**config.mk**
```make
export PLATFORM = sky130hd
export DESIGN_NAME = led_fader
export DESIGN_NICKNAME = d
export VERILOG_FILES = /design/src/rtl/led_fader_pkg.sv /design/src/rtl/fader_pwm.sv /design/src/rtl/led_fader.sv
export SDC_FILE = /design/constraint.sdc
export NUM_CORES = 1
export LEC_CHECK = 0
export CORE_MARGIN = 2
export CORE_UTILIZATION = 45
export DETAILED_ROUTE_END_ITERATION = 10
export PLACE_DENSITY = 0.7
export SLEW_MARGIN = 30
export SYNTH_ARGS = -nofsm -noshare
export SYNTH_HDL_FRONTEND = slang
export SYNTH_SLANG_ARGS = --single-unit
```
**constraint.sdc**
```tcl
create_clock -name i_clk -period 2.61 [get_ports i_clk]
set_input_delay 0.261 -clock i_clk [delete_from_list [all_inputs] [get_ports i_clk]]
set_output_delay 0.261 -clock i_clk [all_outputs]
set_load 0.02 [all_outputs]
```
**src/rtl/led_fader_pkg.sv**
```systemverilog
// Shared encodings for the LED fade engine: runtime modes, fade FSM states
// and the channel-select width helper.
package led_fader_pkg;

  typedef enum logic [1:0] {
    MODE_OFF    = 2'd0,
    MODE_SEQ    = 2'd1,
    MODE_SYNC   = 2'd2,
    MODE_STATIC = 2'd3
  } mode_e;

  typedef enum logic [1:0] {
    ST_IDLE = 2'd0,
    ST_RISE = 2'd1,
    ST_FALL = 2'd2
  } state_e;

  // Channel index width; a single channel still gets a 1-bit select.
  function automatic int unsigned sel_width(input int unsigned n);
    return (n <= 1) ? 1 : $clog2(n);
  endfunction

endpackage

```
**src/rtl/fader_pwm.sv**
```systemverilog
// Single-channel PWM with a shadow duty register reloaded only at the period
// boundary, driven from a shared counter so all channels stay phase-aligned.
module fader_pwm #(
  parameter int unsigned WIDTH = 8
) (
  input  logic             clk,
  input  logic             rst_n,
  input  logic [WIDTH-1:0] cnt,
  input  logic [WIDTH-1:0] duty,
  output logic             pwm
);

  logic [WIDTH-1:0] active;

  always_ff @(posedge clk or negedge rst_n) begin
    if (!rst_n) begin
      active <= '0;
      pwm    <= 1'b0;
    end else begin
      if (cnt == '1) begin
        active <= duty;
      end
      pwm <= (cnt < active);
    end
  end

endmodule

```
**src/rtl/led_fader.sv**
```systemverilog
// Multi-channel LED fade engine: prescaled fade FSM with sequential, synchronous
// and static modes feeding phase-aligned per-channel PWM outputs.
module led_fader
  import led_fader_pkg::*;
#(
  parameter  int unsigned CHANNELS = 3,
  parameter  int unsigned WIDTH    = 8,
  parameter  int unsigned PEAK     = 32,
  parameter  int unsigned DIVIDER  = 256,
  localparam int unsigned SEL_W    = sel_width(CHANNELS)
) (
  input  logic                      i_clk,
  input  logic                      i_reset_n,
  input  logic [1:0]                i_mode,
  input  logic [CHANNELS*WIDTH-1:0] i_static,
  output logic [CHANNELS-1:0]       o_pwm,
  output logic [CHANNELS-1:0]       o_led_n,
  output logic [SEL_W-1:0]          o_channel,
  output logic                      o_cycle
);

  localparam int unsigned PRE_W = $clog2(DIVIDER);
  localparam logic [PRE_W-1:0] PRE_LAST = PRE_W'(DIVIDER - 1);
  localparam logic [WIDTH-1:0] PEAK_L   = WIDTH'(PEAK);
  localparam logic [SEL_W-1:0] SEL_LAST = SEL_W'(CHANNELS - 1);

  logic [PRE_W-1:0] pres;
  logic [WIDTH-1:0] pwm_cnt;
  logic [WIDTH-1:0] level_q, level_d;
  logic [SEL_W-1:0] sel_q, sel_d;
  state_e           state_q, state_d;
  mode_e            mode_q, mode_in;
  logic             change, tick, cycle_pulse;
  logic [WIDTH-1:0] duty [CHANNELS];

  assign mode_in = mode_e'(i_mode);
  assign change  = (mode_in != mode_q);
  assign tick    = (pres == PRE_LAST);

  always_ff @(posedge i_clk or negedge i_reset_n) begin
    if (!i_reset_n) begin
      pres    <= '0;
      pwm_cnt <= '0;
      mode_q  <= MODE_OFF;
      state_q <= ST_IDLE;
      level_q <= '0;
      sel_q   <= '0;
    end else begin
      pres    <= (change || tick) ? '0 : pres + PRE_W'(1);
      pwm_cnt <= pwm_cnt + WIDTH'(1);
      mode_q  <= mode_in;
      state_q <= state_d;
      level_q <= level_d;
      sel_q   <= sel_d;
    end
  end

  // A mode change takes priority over any tick landing on the same cycle.
  always_comb begin
    state_d     = state_q;
    level_d     = level_q;
    sel_d       = sel_q;
    cycle_pulse = 1'b0;
    if (change) begin
      level_d = '0;
      sel_d   = '0;
      state_d = (mode_in == MODE_SEQ || mode_in == MODE_SYNC) ? ST_RISE : ST_IDLE;
    end else if (tick) begin
      unique case (state_q)
        ST_RISE: begin
          if (level_q == PEAK_L) begin
            state_d = ST_FALL;
            level_d = PEAK_L - WIDTH'(1);
          end else begin
            level_d = level_q + WIDTH'(1);
          end
        end
        ST_FALL: begin
          if (level_q == '0) begin
            state_d = ST_RISE;
            level_d = WIDTH'(1);
            if (mode_q == MODE_SEQ) begin
              if (sel_q == SEL_LAST) begin
                sel_d       = '0;
                cycle_pulse = 1'b1;
              end else begin
                sel_d = sel_q + SEL_W'(1);
              end
            end else if (mode_q == MODE_SYNC) begin
              cycle_pulse = 1'b1;
            end
          end else begin
            level_d = level_q - WIDTH'(1);
          end
        end
        default: begin
          level_d = '0;
          sel_d   = '0;
        end
      endcase
    end
  end

  always_comb begin
    for (int unsigned c = 0; c < CHANNELS; c++) begin
      duty[c] = '0;
      unique case (mode_q)
        MODE_SEQ:    duty[c] = (sel_q == SEL_W'(c)) ? level_q : '0;
        MODE_SYNC:   duty[c] = level_q;
        MODE_STATIC: duty[c] = i_static[c*WIDTH +: WIDTH];
        default:     duty[c] = '0;
      endcase
    end
  end

  for (genvar c = 0; c < CHANNELS; c++) begin : g_ch
    fader_pwm #(
      .WIDTH(WIDTH)
    ) u_pwm (
      .clk  (i_clk),
      .rst_n(i_reset_n),
      .cnt  (pwm_cnt),
      .duty (duty[c]),
      .pwm  (o_pwm[c])
    );
  end

  assign o_led_n   = ~o_pwm;
  assign o_channel = (mode_q == MODE_SEQ) ? sel_q : '0;
  assign o_cycle   = cycle_pulse;

endmodule

```
Yosys cells after proc, flatten, opt, wreduce, memory -nomap -nowiden. Cells that the tools add are included.

Register bits after elaboration: 57. Input bits: 28. Output and inout port bits: 9. Word-level logic and storage cells: 78.

Add/sub/neg operators: 5. Magnitude comparators: 3. Eq/ne operators: 17. Muxes and demuxes: 32. Bitwise logic cells: 1. Reduce and logical (&&, ||, !) cells: 8.

Operator list (count): $pmux 8 s3 (3); $mux 8 (8); $add 8x1->8 const B (3); $lt 8x8->1 (3); $mux 2 (10); $eq 8x8->1 const B (2); $pmux 8 s2 (1); $eq 2x2->1 const B (5); $ne 3x3->1 const B (3); $eq 2x1->1 const B (4); $eq 8x6->1 const B (1); $logic_not 8->1 (1); $mux 1 (8); $pmux 2 s2 (2); $reduce_and 4->1 (2); $sub 8x1->8 const B (1); $not 3->3 (1); $reduce_bool 3->1 (1); $add 2x1->2 const B (1); $logic_not 2->1 (1); $logic_or 1x1->1 (2); $ne 2x2->1 (1); $ne 2x2->1 const B (1); $reduce_bool 2->1 (1).

Depth between registers and ports, before layout.
Depth after elaboration: 7. Gate-level depth with buffers: 9. Mapped depth without buffers: 7.

Hierarchy. Synthesis repeated with hierarchy kept, for this count alone.

Cells, all modules: 410. Area total of the unflattened synthesis: 3822.4 µm².

Modules (own cells, without submodules): led_fader (times used 1, cells each 275, area each 2290.9 µm², seq. area each 750.7 µm²); fader_pwm (times used 3, cells each 45, area each 510.5 µm², seq. area each 225.2 µm²).

Least setup slack after synthesis. OpenSTA, ideal clock, no wires.

Path type: register to output. Start: reg level_q[0]. End: out o_cycle. Arrival: 2.333 ns. Required time: 2.349 ns. Path slack: 0.016 ns. Stages on the path, launching flop included: 7. Buffers on the path: 1. Cells stage by stage: dfrtp_1 clkbuf_1 inv_1 ha_1 or4b_4 or2_2 nor4b_1.

Longest elaborated chain between the ends: 5.

Ends and longest elaborated chain: start: declaration (line led_fader.sv:29) `logic [WIDTH-1:0] level_q, level_d;`; start signal: assignment (line led_fader.sv:53) `level_q <= level_d;`; $logic_not 8->1 (line led_fader.sv:79) `if (level_q == '0) begin`; $mux 1 (line led_fader.sv:79); $mux 1 (line led_fader.sv:69) `unique case (state_q)`; $mux 1 (line led_fader.sv:68) `end else if (tick) begin`; $mux 1 (line led_fader.sv:64) `if (change) begin`; end: declaration (line led_fader.sv:19) `output logic o_cycle`.

Every way passes these cells.

Worst setup path after layout.
Start: reg level_q[0]. End: reg state_q[1].

Longest elaborated chain between the ends: 3. Elaborated cells on any way between the ends: 5. Classes of those cells: 3 x eq/ne; 2 x reduce/logical.

Ends and longest elaborated chain: $eq 8x6->1 or $logic_not 8->1 (tied branches) (line led_fader.sv:71, led_fader.sv:79); $ne 3x3->1 (no line); $reduce_and 4->1 (no line) *; end signal: assignment (line led_fader.sv:52) `state_q <= state_d;`; end: declaration (line led_fader.sv:31) `state_e state_q, state_d;`.

Mark *: on every way between the ends. The rest lies on a longest branch, timed or not. A chain may end at the register's enable or synchronous reset.

==> results by group <==
Die
  • Top Ports: 37
  • Initial Utilization: 46.8%
  • Site Rows: 32
  • Die height: about 94 um
  • Die area: 8820 um2
  • Core ar.: about 8000 um2
  • Chip width: 93.9 um

Drt
  • Final wirelength: 9080 um
  • Wl on met1: 3970 um
  • DR WL met3: roughly 280 um
  • Post-DRT Antenna Nets: 0
  • WL per Instance: 16.0 um
  • DR WL met2: approximately 4700 um
  • Detailed router's first-iteration violation count: 179
  • Vias: 3170
  • DR vias/cell: 5.60
  • Top routing layer in use: met4
  • Drt first pass iters: 6
  • # DRC: 0

Setup path
  • Sequence of cells on the critical path: inv_1, ha_1, or4b_4, buf_4, or3_1, or4b_1, nor3_2, o21a_1
  • Required @ worst endpoint: approximately 2.9 ns
  • Path depth of the worst reg2reg path: 8
  • CP Launch Type: flip-flop
  • Crit path capture type: flip-flop
  • CP Max Fanout: 7
  • Crit path largest cell delay: slightly above 0.5 ns
  • Cell family with most CP delay: simple AND/OR/NAND/NOR gates
  • Critical Path AT: approximately 2.8 ns
  • Critical path depth: 8
  • Worst path bufs/invs: 2
  • Slowest CP cell: or4b_1
  • Kind of critical path: flip-flop to flip-flop
  • R2r setup slk: 0.1 ns

STA
  • Setup repair after global routing missed its margin: no
  • Final Hold Fails: 0
  • Fin crit share: 96.3%
  • Setup TNS: 0 ns
  • Relative slew slack: 58.8%
  • Fmax: roughly 400 MHz
  • Slew @ Worst Pin: 0.618 ns
  • Clk_skew: 0.00607 ns
  • Post-layout min period: approximately 2.5 ns
  • Setup-failing EPs final: 0
  • Final Max Slew Viols: 0

Placed design
  • # port buffers: 36
  • Dpl cell area: about 4200 um2
  • Detailed placement HPWL: 6740 um
  • Placed cells: between 500 and 600
  • Gp weighted congestion: 0.886

CTS
  • Worst-path clk slew: roughly 0.07 ns
  • H-tree depth: 3
  • CTS tree: done
  • Clock sinks: 57
  • Total CTS buffers: 9
  • Worst skew pair latency: 0.35 ns
  • Post-CTS Setup Inserts: 0
  • Maximum root-to-sink buffer count: 2
  • Clock root buffer: clkbuf_8

Finish
  • Design Area, Final: 4380 um2
  • Area growth, synth to finish: 20.3%
  • Layout filler cell count: about 730
  • Layout cell share with drive strength beyond 1: 11.4%
  • Fin nets: 515
  • Final instance count without filler cells: 566
  • N_diodes: 0

Yosys
  • Post-synthesis net count: roughly 470
  • Top_reg_cell synth: dfrtp_1
  • Ys Warns: 0
  • Sequential fraction of the synthesis area: 39.2%
  • Seq cells post-synth: 57
  • Synth Area per Inst: 8.72 um2
  • Async SR Flop Fraction: 100%
  • Cells after synthesis: approximately 420
  • Mapped cell area: 3640 um2
  • Yosys cell types: between 50 and 60
  • Post-synth EDFFs: 0

Power
  • Peak supply drop: 0.000267 V
  • Leakage: 2.08 nW
  • Power per cell area: 426 nW/um2

Outcome
  • Status: complete, no violations

Global route
  • Overflow left after global routing: 0
  • Vias in the first global route: 3172
  • First-pass GRT wire length: 15200 um
  • Initial antenna violation count: 0
  • Largest net degree at the start of global routing: 43
  • GRT Total Usage: 22.2%

Run
  • Max_cap viols: 0

Worst hold path
  • WHS Path Cells: 1
  • Hold Path Class: input pin to flip-flop
-- logic make-up after synthesis --
kind of cell | synth area share (%)
AO/OA/AOI/OAI | 20.2
XOR/XNOR | 4.58
adder cells (fa/ha/maj) | 9.63
buffers and inverters | 7.05
flip-flops | 39.2
multiplexers | 0.550
AND/OR/NAND/NOR | 18.7
-- cells in the mapped netlist (4+ instances only) --
cell type | count | area [um2]
or2_2 | 4 | 25.0
and2_1 | 5 | 31.3
a211oi_1 | 4 | 30.0
nor2_1 | 43 | 161
xor2_1 | 8 | 70.1
nand3_1 | 11 | 55.1
inv_1 | 35 | 131
clkbuf_1 | 18 | 67.6
nand2_1 | 31 | 116
xnor2_1 | 11 | 96.3
a21o_1 | 6 | 45.0
o21ai_0 | 23 | 115
ha_1 | 28 | 350
a21oi_1 | 41 | 205
a22oi_1 | 15 | 113
dfrtp_1 | 57 | 1430
buf_2 | 4 | 20.0
nand2b_1 | 11 | 68.8
and3_1 | 4 | 25.0
-- report_power, final --
group	switching (mW)	internal, mW
Clock	0.367	0.439
Sequential	0.00548	0.890
Combinational	0.0898	0.0729
Total	0.462	1.40
-- repair_timing --
item                       CTS  global route
hold endpoints to repair    25             0
gates resized for setup      5             1
setup endpoints to repair    1             1
hold buffers                 1             0
-- worst register-to-register path: stages (launching register included) --
cell,delay [ns]
dfrtp_1,0.38
inv_1,0.07
ha_1,0.14
or4b_4,0.46
buf_4,0.16
or3_1,0.43
or4b_1,0.51
nor3_2,0.17
o21a_1,0.13
-- sequential cells by signal, summed over array words and instances (netlist names) --
name / cells
g_ch.u_pwm.active: 24
level_q: 8
pres: 8
pwm_cnt: 8
g_ch.u_pwm.pwm: 3
mode_q: 2
sel_q: 2
state_q: 2
-- metal layers --
metal	vias up	global-route usage (%)
met1	1558	26.7
met3	16	5.86
met4	0	4.71
met2	62	39.8
li1	1534	-
met5	-	0
-- cells in the final DEF, fill, tap and decap left out, drive strengths merged, types with 15 or more instances in the layout --
cell / n
dfrtp: 57
a22oi: 15
nor2: 43
o21ai: 23
buf: 23
nand2: 31
inv: 35
ha: 28
a21oi: 41
clkdlybuf4s50: 34
-- stage by stage --
stage               worst slack (ns)  util, %  hold slack [ns]  power, mW
finish                        0.0961     56.3            0.451       1.86
global route                  0.0173     56.3            0.464       1.93
CTS                           0.0997     56.3            0.447       1.88
detailed placement            0.0394     53.8            0.304       1.07
global placement              0.0299     53.8            0.302       1.07
floorplan                     0.0155        -          -0.0346      0.982
-- area by class of cell --
type                    instances  area, um2  share of cell area, %
clock buffers                  11        131                   3.00
well taps                     102        128                   2.92
inverters                      35        131                   3.00
multi-input cells             298       1960                   44.8
clock inverters                 5       56.3                   1.29
repair buffers                 58        543                   12.4
flip-flops and latches         57       1430                   32.6
-- path summary, 6_finish.rpt --
check / from / endpoint
max: level_q[0] / state_q[1]
min reg2reg: pres[0] / pres[0]
max reg2reg: level_q[0] / state_q[1]
max in group asynchronous: i_reset_n / level_q[2]
min in group asynchronous: i_reset_n / g_ch[0].u_pwm.pwm
min: i_mode[0] / mode_q[0]
Note: power is estimated with default switching activity, not from simulation.
==> variant 1: new RTL, same flow settings <==
Change the parameter `DIVIDER` from 256 to 512.
--- a/src/rtl/led_fader.sv
+++ b/src/rtl/led_fader.sv
@@ -6,7 +6,7 @@
   parameter  int unsigned CHANNELS = 3,
   parameter  int unsigned WIDTH    = 8,
   parameter  int unsigned PEAK     = 32,
-  parameter  int unsigned DIVIDER  = 256,
+  parameter  int unsigned DIVIDER  = 512,
   localparam int unsigned SEL_W    = sel_width(CHANNELS)
 ) (
   input  logic                      i_clk,
Behaviour: no difference found for any inputs over 10 cycles, from zero or initial values and one cycle with i_reset_n low; that may be too few to reach the edited logic, so the function may still have changed.
==> variant 1 against the unedited design <==
Sequential share of layout area down 0.11 points; count of clock-buffer cells in the layout up 2; sequential cell count up 1; cell area up 2.1%; routed wire length down 3.0%; cell count up 0.88%; synthesized area up 2.3%; synthesized cell count up 0.96%; total power up 7.4%; setup slack better by 0.14 ns; largest cell class unchanged; utilization down 1.4 points; critical path depth up 3.
==> variant 1: results (changes against the unedited design) <==
| Metric | Value |
|---|---|
| Run status | `finished clean` |
| Synth warn | `0 (unchanged)` |
| Ant diodes | `0 (unchanged)` |
| Final setup viols | `0 (unchanged)` |
| Initial antenna violation count | `0 (unchanged)` |
| Synthesized Nets | `478 (+1.1%)` |
| Initial DRC Count | `146 (-18%)` |
| Max FO, Critical Path | `6 (-1)` |
| Arrival @ worst endpoint | `2.59 ns (-0.21 ns)` |
| Fill count | `722 (-1.5%)` |
| Final Util | `0.549 (-0.0142)` |
| Root buffer cell | `clkbuf_8` |
| Hold Path Class | `in2async` |
| Setup Skew | `0.00972 ns (+0.00366 ns)` |
| Max IR drop VDD | `0.539 mV (+100%)` |
| Postcts setup bufs | `0 (unchanged)` |
| Clk buf depth | `2 (unchanged)` |
| Proportion of layout cells with a drive suffix above 1 | `0.0987 (-0.0155)` |
| Pleak | `2.14 nW (+3.1%)` |
| Area contributors post-synth | `dfrtp_1 (39%), ha_1 (9.8%), a22oi_1 (4.8%), a21oi_1 (4.0%), o21ai_0 (3.8%)` |
| Share of flip-flops with an asynchronous set or reset | `1.00 (unchanged)` |
| IO Port Bufs | `36 (unchanged)` |
| Num CTS Buffers | `9 (unchanged)` |
| Netlist cell types | `53 (-7.0%)` |
| Top Registers | `g_ch.u_pwm.active x24, pres x9` |
| Final HPWL from detailed placement | `6560 µm (-2.7%)` |
| Placed inst area | `0.00424 mm² (+1.5%)` |
| Post-synthesis sequential area ratio | `0.390 (-0.00198)` |
| Worst Reg-to-Reg Cells | `11 (+3)` |
| Pre-antenna DRT Iters | `5 (-1)` |
| Worst-path clk slew | `0.07 ns (about the same)` |
| GRT Util Overall | `0.215 (-0.00737)` |
| Vias in the first global route | `3165 (-0.22%)` |
| Clk Latency, worst-skew pair | `around 0.34 ns` |
| Wirelength per Cell | `15.4 µm (-3.8%)` |
| RePlAce Congestion | `0.907 (+2.4%)` |
| Slew of the pin with the lowest slew margin | `0.746 ns (+0.127 ns)` |
| Synth cell count leaders | `dfrtp_1 (58), nor2_1 (37), inv_1 (35), a21oi_1 (30), ha_1 (29)` |
| # nets final | `518 (+0.58%)` |
| Largest net degree at the start of global routing | `59 (+37%)` |
| H-tree levels | `3 (unchanged)` |
| Vias | `3146 (-0.76%)` |
| First-pass GRT wire length | `14900 µm (-1.9%)` |
[variant 1: changes by cell type after synthesis, sizes merged, moves of 6 or more]
cell	delta
a21oi	-11
nor2	-6
a22oi	+9
o21ai	+6
[variant 1: cells by family after synthesis]
kind of cell    Yosys count  synth area share
fa+ha+maj                29            0.0975
buf+inv                  64            0.0706
simple gates            129             0.177
flops                    58             0.390
compound gates          120             0.215
xor+xnor                 19            0.0447
mux                       2           0.00538
[variant 1: path summary, 6_finish.rpt]
check / start / to / slack, ns
worst max-delay path: pres[0] / level_q[7] / 0.24
worst min-delay path: i_reset_n / pwm_cnt[6] / 0.07
worst max register to register: pres[0] / level_q[7] / 0.24
worst min register to register: pres[0] / pres[0] / 0.49
max in group asynchronous: i_reset_n / pres[8] / 2.04
min in group i_clk: pres[0] / pres[0] / 0.49
[variant 1: metrics by stage]
stage	hold WS [ns]	cells	setup WS (ns)
6_report	0.0656	571	0.239
5_1_grt	0.128	571	0.0392
4_1_cts	0.0934	571	0.0278
3_5_place_dp	0.469	555	0.108
3_3_place_gp	0.456	555	0.131
2_1_floorplan	-0.0346	421	0.190
[variant 1: layer usage]
metal,part of all wire,track usage
met4,0.024,0.0773
met5,0,0
met2,0.51,0.378
met1,0.43,0.256
met3,0.039,0.0479
[variant 1: repair_timing]
action,CTS,global route
endpoints found under the setup margin,1,2
resized for setup,1,5
gates cloned,0,0
[variant 1: report_power, final]
group / internal [mW] / switching, mW
clock network: 0.545 / 0.365
logic: 0.0796 / 0.0980
registers: 0.906 / 0.00805
[variant 1: cell type report]
class                      instances  share of cell area
sequential                        58               0.325
multi-input combinational        299               0.451
inverter                          35              0.0294
clock buffer                      13              0.0401
clock inverter                     3              0.0101
tap                              105              0.0294
timing repair buffer              58               0.115
[variant 1: critical path, cell delays in order (launching register included)]
cell      delay [ns]
dfrtp_1         0.41
ha_1            0.24
nand3_1         0.12
nor2_1          0.07
and3_1          0.18
ha_1            0.20
buf_4           0.14
nor2b_1         0.13
and4_2          0.28
nand3_1         0.11
o22ai_1         0.09
a2111o_1        0.28
==> variant 2: new RTL, same settings <==
Without the edit above. Register the outputs `o_led_n`, `o_channel` and `o_cycle`, with the module's reset; this adds one clock of latency there. The other outputs are not delayed to match.
--- a/src/rtl/led_fader.sv
+++ b/src/rtl/led_fader.sv
@@ -125,9 +125,17 @@
     );
   end
 
-  assign o_led_n   = ~o_pwm;
-  assign o_channel = (mode_q == MODE_SEQ) ? sel_q : '0;
-  assign o_cycle   = cycle_pulse;
+  always_ff @(posedge i_clk or negedge i_reset_n) begin
+    if (!i_reset_n) begin
+      o_led_n   <= '0;
+      o_channel <= '0;
+      o_cycle   <= '0;
+    end else begin
+      o_led_n   <= ~o_pwm;
+      o_channel <= (mode_q == MODE_SEQ) ? sel_q : '0;
+      o_cycle   <= cycle_pulse;
+    end
+  end
 
 endmodule
 
Behaviour: not the same (a bounded check fails within 4 cycles, from zero or initial values and one cycle with i_reset_n low).
==> variant 2 against the unedited design <==
The run now ends with negative hold slack left; cell area is 2.8% higher; via count is 0.57% lower; synthesized cell count is 2.2% higher; die area is 4.5% higher; synthesized area is 4.7% higher; clock power is 11% higher; sequential cell count is 6 higher; routed wire length is 2.8% lower; setup slack better by 0.21 ns; count of clock-buffer cells in the layout is 1 higher; total power is 10% higher; critical path type unchanged; largest power group unchanged.
==> variant 2: results (changes against the unedited design) <==
| Metric | Value |
|---|---|
| Hold Path Class | `in2async` |
| Max FO, Critical Path | `10 (+3)` |
| Synthesized Nets | `482 (+1.9%)` |
| Failing checks | `negative hold slack` |
| Pleak | `2.14 nW (+3.2%)` |
| Via density | `5.53 (-1.3%)` |
| Run status | `finished, violations left` |
| Post-CTS resize count | `0 (-5)` |
| Proportion of layout cells with a drive suffix above 1 | `0.0817 (-0.0325)` |
| Main synth FF type | `dfrtp_1` |
| Setup Skew | `0.0116 ns (+0.00552 ns)` |
| Vias in the first global route | `3142 (-0.95%)` |
| Synth cell count leaders | `dfrtp_1 (63), nor2_1 (47), a21oi_1 (37), inv_1 (36)` |
| Final hold violation count | `24 (+24)` |
| Initial DRC Count | `234 (+31%)` |
| Pre-antenna DRT Iters | `4 (-2)` |
| RePlAce Congestion | `0.908 (+2.4%)` |
| Largest net degree at the start of global routing | `49 (+14%)` |
| # nets final | `516 (+0.19%)` |
| Wirelength per Cell | `15.5 µm (-3.5%)` |
| GRT Util Overall | `0.213 (-0.00876)` |
| Clock Sinks | `63 (+11%)` |
| Pre-CTS setup slack | `0.322 ns (+0.283 ns)` |
| Max IR drop VDD | `0.309 mV (+16%)` |
| Worst Reg-to-Reg Cells | `7 (-1)` |
| WHS | `-0.0158 ns (-0.467 ns)` |
| Area contributors post-synth | `dfrtp_1 (41%), ha_1 (9.2%), a21oi_1 (4.9%), a22oi_1 (4.7%), nor2_1 (4.6%)` |
variant 2: cell families after synthesis:
logic type      count (synthesis)  share of synthesized area
compound gates                128                      0.221
xor+xnor                       16                     0.0368
fa+ha+maj                      28                     0.0920
buf+inv                        64                     0.0670
flops                          63                      0.414
mux                             1                    0.00263
simple gates                  126                      0.167
variant 2: through the flow:
stage | cells | power [mW] | utilization | instance area (µm²)
2_1_floorplan | 426 | 1.08 | - | 3810
3_3_place_gp | 554 | 1.18 | 0.522 | 4290
3_5_place_dp | 554 | 1.18 | 0.522 | 4290
4_1_cts | 570 | 2.07 | 0.547 | 4500
5_1_grt | 570 | 2.14 | 0.547 | 4500
6_report | 570 | 2.06 | 0.547 | 4500
variant 2: final timing paths:
path / from / end / slack (ns)
setup / recovery: level_q[0] / sel_q[0] / 0.31
hold / removal: i_reset_n / o_channel[0] / -0.02
setup reg to reg: level_q[0] / sel_q[0] / 0.31
hold reg to reg: g_ch[0].u_pwm.pwm / o_led_n[0] / 0.41
max in group asynchronous: i_reset_n / level_q[0] / 1.92
min in group i_clk: g_ch[0].u_pwm.pwm / o_led_n[0] / 0.41
variant 2: critical path, cell delays in order (launching register included):
cell	delay, ns
dfrtp_1	0.49
inv_1	0.16
ha_1	0.17
or4b_4	0.52
o41ai_4	0.38
nand3_2	0.14
nor4_2	0.22
a22o_1	0.17
variant 2: final cells by class:
class	count	area [µm²]
well taps	105	131
clock inverters	4	53.8
flip-flops and latches	63	1580
multi-input cells	299	1980
repair buffers	51	468
fillers	771	3720
inverters	36	135
clock buffers	12	155
variant 2: routing by layer:
layer,share of wire,GRT usage,vias to the layer above
met2,0.50,0.359,64
met4,0.019,0.0488,0
met1,0.44,0.273,1516
met3,0.036,0.0587,12
met5,0,0,-
li1,-,-,1560
variant 2: report_power, final:
part | switching (mW) | total [mW] | internal [mW]
Sequential | 0.00651 | 0.989 | 0.983
Clock | 0.402 | 0.898 | 0.495
Combinational | 0.0939 | 0.170 | 0.0760
Total | 0.503 | 2.06 | 1.55
